[src/rtl/cruise_speed_controller.sv]
// Cruise target-speed sequencer: edge-detects driver buttons and drives the target register's load/clear pins.
// One-cycle latency from sampled button edge to registered reg_* outputs; no backpressure, one event per cycle.
module cruise_speed_controller #(
    parameter logic [7:0] MIN_SPEED = 8'd30,
    parameter logic [7:0] MAX_SPEED = 8'd200,
    parameter logic [7:0] STEP      = 8'd5
) (
    input  logic       clk,
    input  logic       clear,
    input  logic [7:0] speed,
    input  logic       set_btn,
    input  logic       resume_btn,
    input  logic       cancel_btn,
    input  logic       off_btn,
    input  logic       brake,
    input  logic       accel_btn,
    input  logic       decel_btn,
    output logic [7:0] reg_in,
    output logic       reg_enable,
    output logic       reg_clear,
    output logic       reg_preset,
    output logic       cruise_active,
    output logic [1:0] state
);

    typedef enum logic [1:0] {
        IDLE      = 2'b00,
        ACTIVE    = 2'b01,
        SUSPENDED = 2'b10,
        UNUSED    = 2'b11
    } state_t;

    typedef enum logic [2:0] {
        EV_NONE, EV_BRAKE, EV_OFF, EV_CANCEL, EV_SET, EV_RESUME, EV_ACCEL, EV_DECEL
    } event_t;

    state_t     state_q, state_d;
    logic [7:0] target_q, target_d;
    logic [7:0] reg_in_q, reg_in_d;
    logic       reg_enable_q, reg_enable_d;
    logic       reg_clear_q, reg_clear_d;
    logic       cruise_active_q, cruise_active_d;
    logic [5:0] btn_hist_q, btn_hist_d;

    logic [5:0]        btn_lvl;
    logic [5:0]        btn_rise;
    event_t            ev;
    logic [8:0]        sum9;
    logic signed [9:0] diff;
    logic              speed_ok;

    // Bit order: set, resume, cancel, off, accel, decel
    assign btn_lvl  = {set_btn, resume_btn, cancel_btn, off_btn, accel_btn, decel_btn};
    assign btn_rise = btn_lvl & ~btn_hist_q;
    assign speed_ok = (speed >= MIN_SPEED);
    assign sum9     = {1'b0, target_q} + {1'b0, STEP};
    assign diff     = $signed({2'b00, target_q}) - $signed({2'b00, STEP});

    always_comb begin
        ev = EV_NONE;
        if (brake)                         ev = EV_BRAKE;
        else if (btn_rise[2])              ev = EV_OFF;
        else if (btn_rise[3])              ev = EV_CANCEL;
        else if (btn_rise[5])              ev = EV_SET;
        else if (btn_rise[4])              ev = EV_RESUME;
        else if (btn_rise[1] && !btn_rise[0]) ev = EV_ACCEL;
        else if (btn_rise[0] && !btn_rise[1]) ev = EV_DECEL;
    end

    always_comb begin
        state_d      = state_q;
        target_d     = target_q;
        reg_enable_d = 1'b0;
        reg_clear_d  = 1'b0;
        btn_hist_d   = btn_lvl;

        unique case (state_q)
            IDLE: begin
                if (ev == EV_SET && speed_ok) begin
                    target_d     = speed;
                    reg_enable_d = 1'b1;
                    state_d      = ACTIVE;
                end
            end
            ACTIVE: begin
                case (ev)
                    EV_BRAKE, EV_CANCEL: state_d = SUSPENDED;
                    EV_OFF: begin
                        target_d    = 8'd0;
                        reg_clear_d = 1'b1;
                        state_d     = IDLE;
                    end
                    EV_SET: begin
                        if (speed_ok) begin
                            target_d     = speed;
                            reg_enable_d = 1'b1;
                        end
                    end
                    // Saturated results are still written so every press yields a load pulse
                    EV_ACCEL: begin
                        target_d     = (sum9 > {1'b0, MAX_SPEED}) ? MAX_SPEED : sum9[7:0];
                        reg_enable_d = 1'b1;
                    end
                    EV_DECEL: begin
                        target_d     = (diff < $signed({2'b00, MIN_SPEED})) ? MIN_SPEED : diff[7:0];
                        reg_enable_d = 1'b1;
                    end
                    default: ;
                endcase
            end
            SUSPENDED: begin
                case (ev)
                    EV_RESUME: state_d = ACTIVE;
                    EV_SET: begin
                        if (speed_ok) begin
                            target_d     = speed;
                            reg_enable_d = 1'b1;
                            state_d      = ACTIVE;
                        end
                    end
                    EV_OFF: begin
                        target_d    = 8'd0;
                        reg_clear_d = 1'b1;
                        state_d     = IDLE;
                    end
                    default: ;
                endcase
            end
            default: begin
                state_d  = IDLE;
                target_d = 8'd0;
            end
        endcase

        reg_in_d        = reg_enable_d ? target_d : reg_in_q;
        cruise_active_d = (state_d == ACTIVE);
    end

    always_ff @(posedge clk) begin
        if (clear) begin
            state_q         <= IDLE;
            target_q        <= 8'd0;
            reg_in_q        <= 8'd0;
            reg_enable_q    <= 1'b0;
            reg_clear_q     <= 1'b1;
            cruise_active_q <= 1'b0;
            btn_hist_q      <= btn_lvl;
        end else begin
            state_q         <= state_d;
            target_q        <= target_d;
            reg_in_q        <= reg_in_d;
            reg_enable_q    <= reg_enable_d;
            reg_clear_q     <= reg_clear_d;
            cruise_active_q <= cruise_active_d;
            btn_hist_q      <= btn_hist_d;
        end
    end

    assign reg_in        = reg_in_q;
    assign reg_enable    = reg_enable_q;
    assign reg_clear     = reg_clear_q;
    assign reg_preset    = 1'b0;
    assign cruise_active = cruise_active_q;
    assign state         = state_q;

endmodule

[config.mk]
export PLATFORM = sky130hd
export DESIGN_NAME = cruise_speed_controller
export DESIGN_NICKNAME = d
export VERILOG_FILES = /design/src/rtl/cruise_speed_controller.sv
export SDC_FILE = /design/constraint.sdc
export NUM_CORES = 1
export LEC_CHECK = 0
export BUFFER_PORTS_ARGS = -buffer_cell sky130_fd_sc_hd__buf_2
export CAP_MARGIN = 0
export CELL_PAD_IN_SITES_DETAIL_PLACEMENT = 0
export CELL_PAD_IN_SITES_GLOBAL_PLACEMENT = 1
export CORE_MARGIN = 5
export CORE_UTILIZATION = 31
export DETAILED_ROUTE_END_ITERATION = 16
export HOLD_SLACK_MARGIN = 0.12
export PLACE_DENSITY_LB_ADDON = 0.05
export SYNTH_ARGS = -nofsm -noshare
export SYNTH_HDL_FRONTEND = slang
export SYNTH_SLANG_ARGS = --single-unit
[constraint.sdc]
create_clock -name clk -period 2.93 [get_ports clk]
set_input_delay 0.4395 -clock clk [delete_from_list [all_inputs] [get_ports clk]]
set_output_delay 0.4395 -clock clk [all_outputs]
set_load 0.02 [all_outputs]
==> results.cfg <==
[status]
status = finished, final reports clean

[clocking]
post-cts-setup-buffer-count = 0
htree_levels = 1
clk_path_buf_depth = 2
root_buffer = clkbuf_8
clkSinkCount = 27
path_clk_slew_ps = 100
cts_buffers = 3
ctsHoldBuffers = 0
cts_tree = built
cts_resized = 0
insertion_delay_ps = 280

[power_and_ir_drop]
p_leak_nw = 0.967
vdd_ir_drop_max_mv = 0.165
power_mw = 0.826
power_density_nw_per_um2 = 324

[synthesis]
synth_cell_type_count = 74
synth_xor_area_share_pct = 1.91
yosysTopAreaCell = dfxtp_1
yosys.area_share.simple_pct = 26.2
syn_nets = 305
syn-cell-area_sq_um = 2290
synth_top_family_by_area = compound AO/OA/AOI/OAI gates
synth_ff_type = dfxtp_1
ys_ff_latch = 27
yosys.area_share.adder_pct = 4.37
syn_inst = 280
muxShareOfSynthArea_pct = 1.80
syn_area_per_cell_sq_um = 8.17
synth_top_area_share_pct = 23.6
synth-async-reset-ratio_pct = 0
synth-compound-area-share_pct = 34.2
ys_seq_area_share_pct = 23.6
yosys-top-cells-area = dfxtp_1 (24%), ha_1 (4.4%), a21oi_1 (3.5%), nand2_1 (3.4%), nor2_1 (3.0%)
synth_edf_count = 0
yosys_warnings = 0

[die]
die_area_sq_um = 9200
start_util_pct = 31.7
boundaryPins = 31
die_x_um = 95.9
core_area_sq_um = 7210
die_y_um = 95.9
rows = 31

[setup_path]
rr_worst_depth = 7
r2r_slack_ps = 400
r2r_end = reg_in[5]
r2r-start = btn_hist_q[1]
arrival_ps = 2690
cp-startpoint = btn_hist_q[1]
critPathKind = flop to flop
crit_path_end_kind = flop
cp-endpoint = reg_in[5]
critPathMaxFanout = 10
crit_required_ps = 3090
start_kind = flop

[place]
place_hpwl_um = 6170
io_buffers = 29
gp_congestion = 0.912

[global_route]
grt_max_degree = 16
grt_use_met1_pct = 24.3
grt_pass1_vias = 2210
grt.busiest_layer = met2
grt_pass1_wl_um = 12700
grtUsageTotal_pct = 18.1
grtUsageMet2_pct = 29.4
grt_remaining_overflow = 0
antenna_found_initial = 0
gr-usage-met3_pct = 3.13

[flow_run]
maxCapViolations = 0

[routing]
via_per_inst = 5.78
routedWlPerCell_um = 19.3
ant_nets = 0
drt_first_pass_iters = 5
drt_iter0_markers = 116
vias = 2335
wirelength_um = 7810
drcViolationCount = 0

[hold_path]
min_path_type = primary input to flop
whs_path_depth = 1

[timing]
tightestPinTransition_ps = 669
finalClockSkew_ps = 5.30
finalHoldViolCount = 0
slew_viol_final = 0
fin_crit_sh_pct = 86.2
setup_viol = 0
rsz0062_at_grt = false
period_needed_ps = 2530
setup_tns_ps = 0
slew_headroom_pct = 55.4
fmax_mhz = 396

[cells_and_area]
final_util_pct = 35.3
antenna_cells = 0
final_cell_mix = buf_2 (29), dfxtp_1 (27), nand2_1 (21), nor2_1 (18), a21oi_1 (16)
fillCellCount = 809
drive_gt1_share_pct = 21.3
final_common_cell = buf_2
nets = 331
synthToLayoutAreaGrowth_pct = 11.4
## power breakdown
| group | switching [mW] | total (mW) | internal, mW |
|---|---|---|---|
| clock network | 0.125 | 0.221 | 0.0956 |
| registers | 0.0163 | 0.395 | 0.379 |
| logic | 0.131 | 0.210 | 0.0783 |
| total | 0.273 | 0.826 | 0.553 |
## metal layers
metal  share of wire [%]  vias up  wire length (um)
met5                   0        -                 0
met4                 1.8        0               142
met3                 4.3       13               337
li1                    -     1137                 -
met1                  45     1116              3520
met2                  49       69              3800
## cell type report
type	count	area (sq um)	share of cell area, %
clock buffers	3	41.3	1.62
well taps	99	124	4.86
multi-input cells	223	1570	61.6
flip-flops and latches	27	541	21.2
repair buffers	40	228	8.93
inverters	11	41.3	1.62
clock inverters	1	5.00	0.196
## state kept, by name, indices dropped and copies added (netlist names)
register and flops:
btn_hist_q 6, cruise_active 1, reg_clear 1, reg_enable 1, reg_in 8, state 2
target_q 8
## cells in the mapped netlist (all sizes together), types with 2 or more instances
master   count
nor3         9
a22o         2
a21oi       16
dfxtp       27
o211ai       8
a31o         2
a211oi       3
a31oi        5
nor2        18
buf         15
a211o        2
o31ai        4
o2bb2ai      3
mux2i        3
a311oi       5
a221o        2
and2         2
inv         11
a22oi        2
a32oi        2
clkbuf       3
nand2b       8
o2111ai      2
nor3b        2
nor4         4
ha           8
o221ai       7
o21ai       13
a221oi       4
a21o         7
and3         4
nand4        8
nand2       21
xnor2        4
or2          4
a2111oi      4
or3          3
o22ai        3
nor2b        8
a2bb2oi      3
nand3        3
## worst max-delay path, stage by stage (launching register included)
cell	delay, ps
dfxtp_1	300
nand2b_1	130
ha_1	320
nor3b_4	380
a22o_1	470
o311ai_0	240
a211oi_1	450
o2bb2ai_1	110
## worst min-delay path by stage
stage	start	slack, ps	to
after floorplan	decel_btn	470	btn_hist_q[0]
final	decel_btn	260	btn_hist_q[0]
after detailed placement	reg_in[5]	460	reg_in[5]
after global placement	reg_in[5]	450	reg_in[5]
after global routing	accel_btn	240	btn_hist_q[1]
after CTS	decel_btn	250	btn_hist_q[0]
## cells by family after synthesis
group	Yosys count
flip-flops	27
buffers and inverters	30
XOR/XNOR	5
other	1
multiplexers	4
AO/OA/AOI/OAI	106
adder cells (fa/ha/maj)	8
AND/OR/NAND/NOR	99
## per-stage QoR
stage	hold slack (ps)	instances	area [sq um]	setup slack, ps
after CTS	252	404	2550	376
after detailed placement	464	400	2500	155
final	263	404	2550	404
after global routing	244	404	2550	149
after floorplan	467	280	2290	739
after global placement	455	400	2500	217
Power figures use the tool's default switching activity.
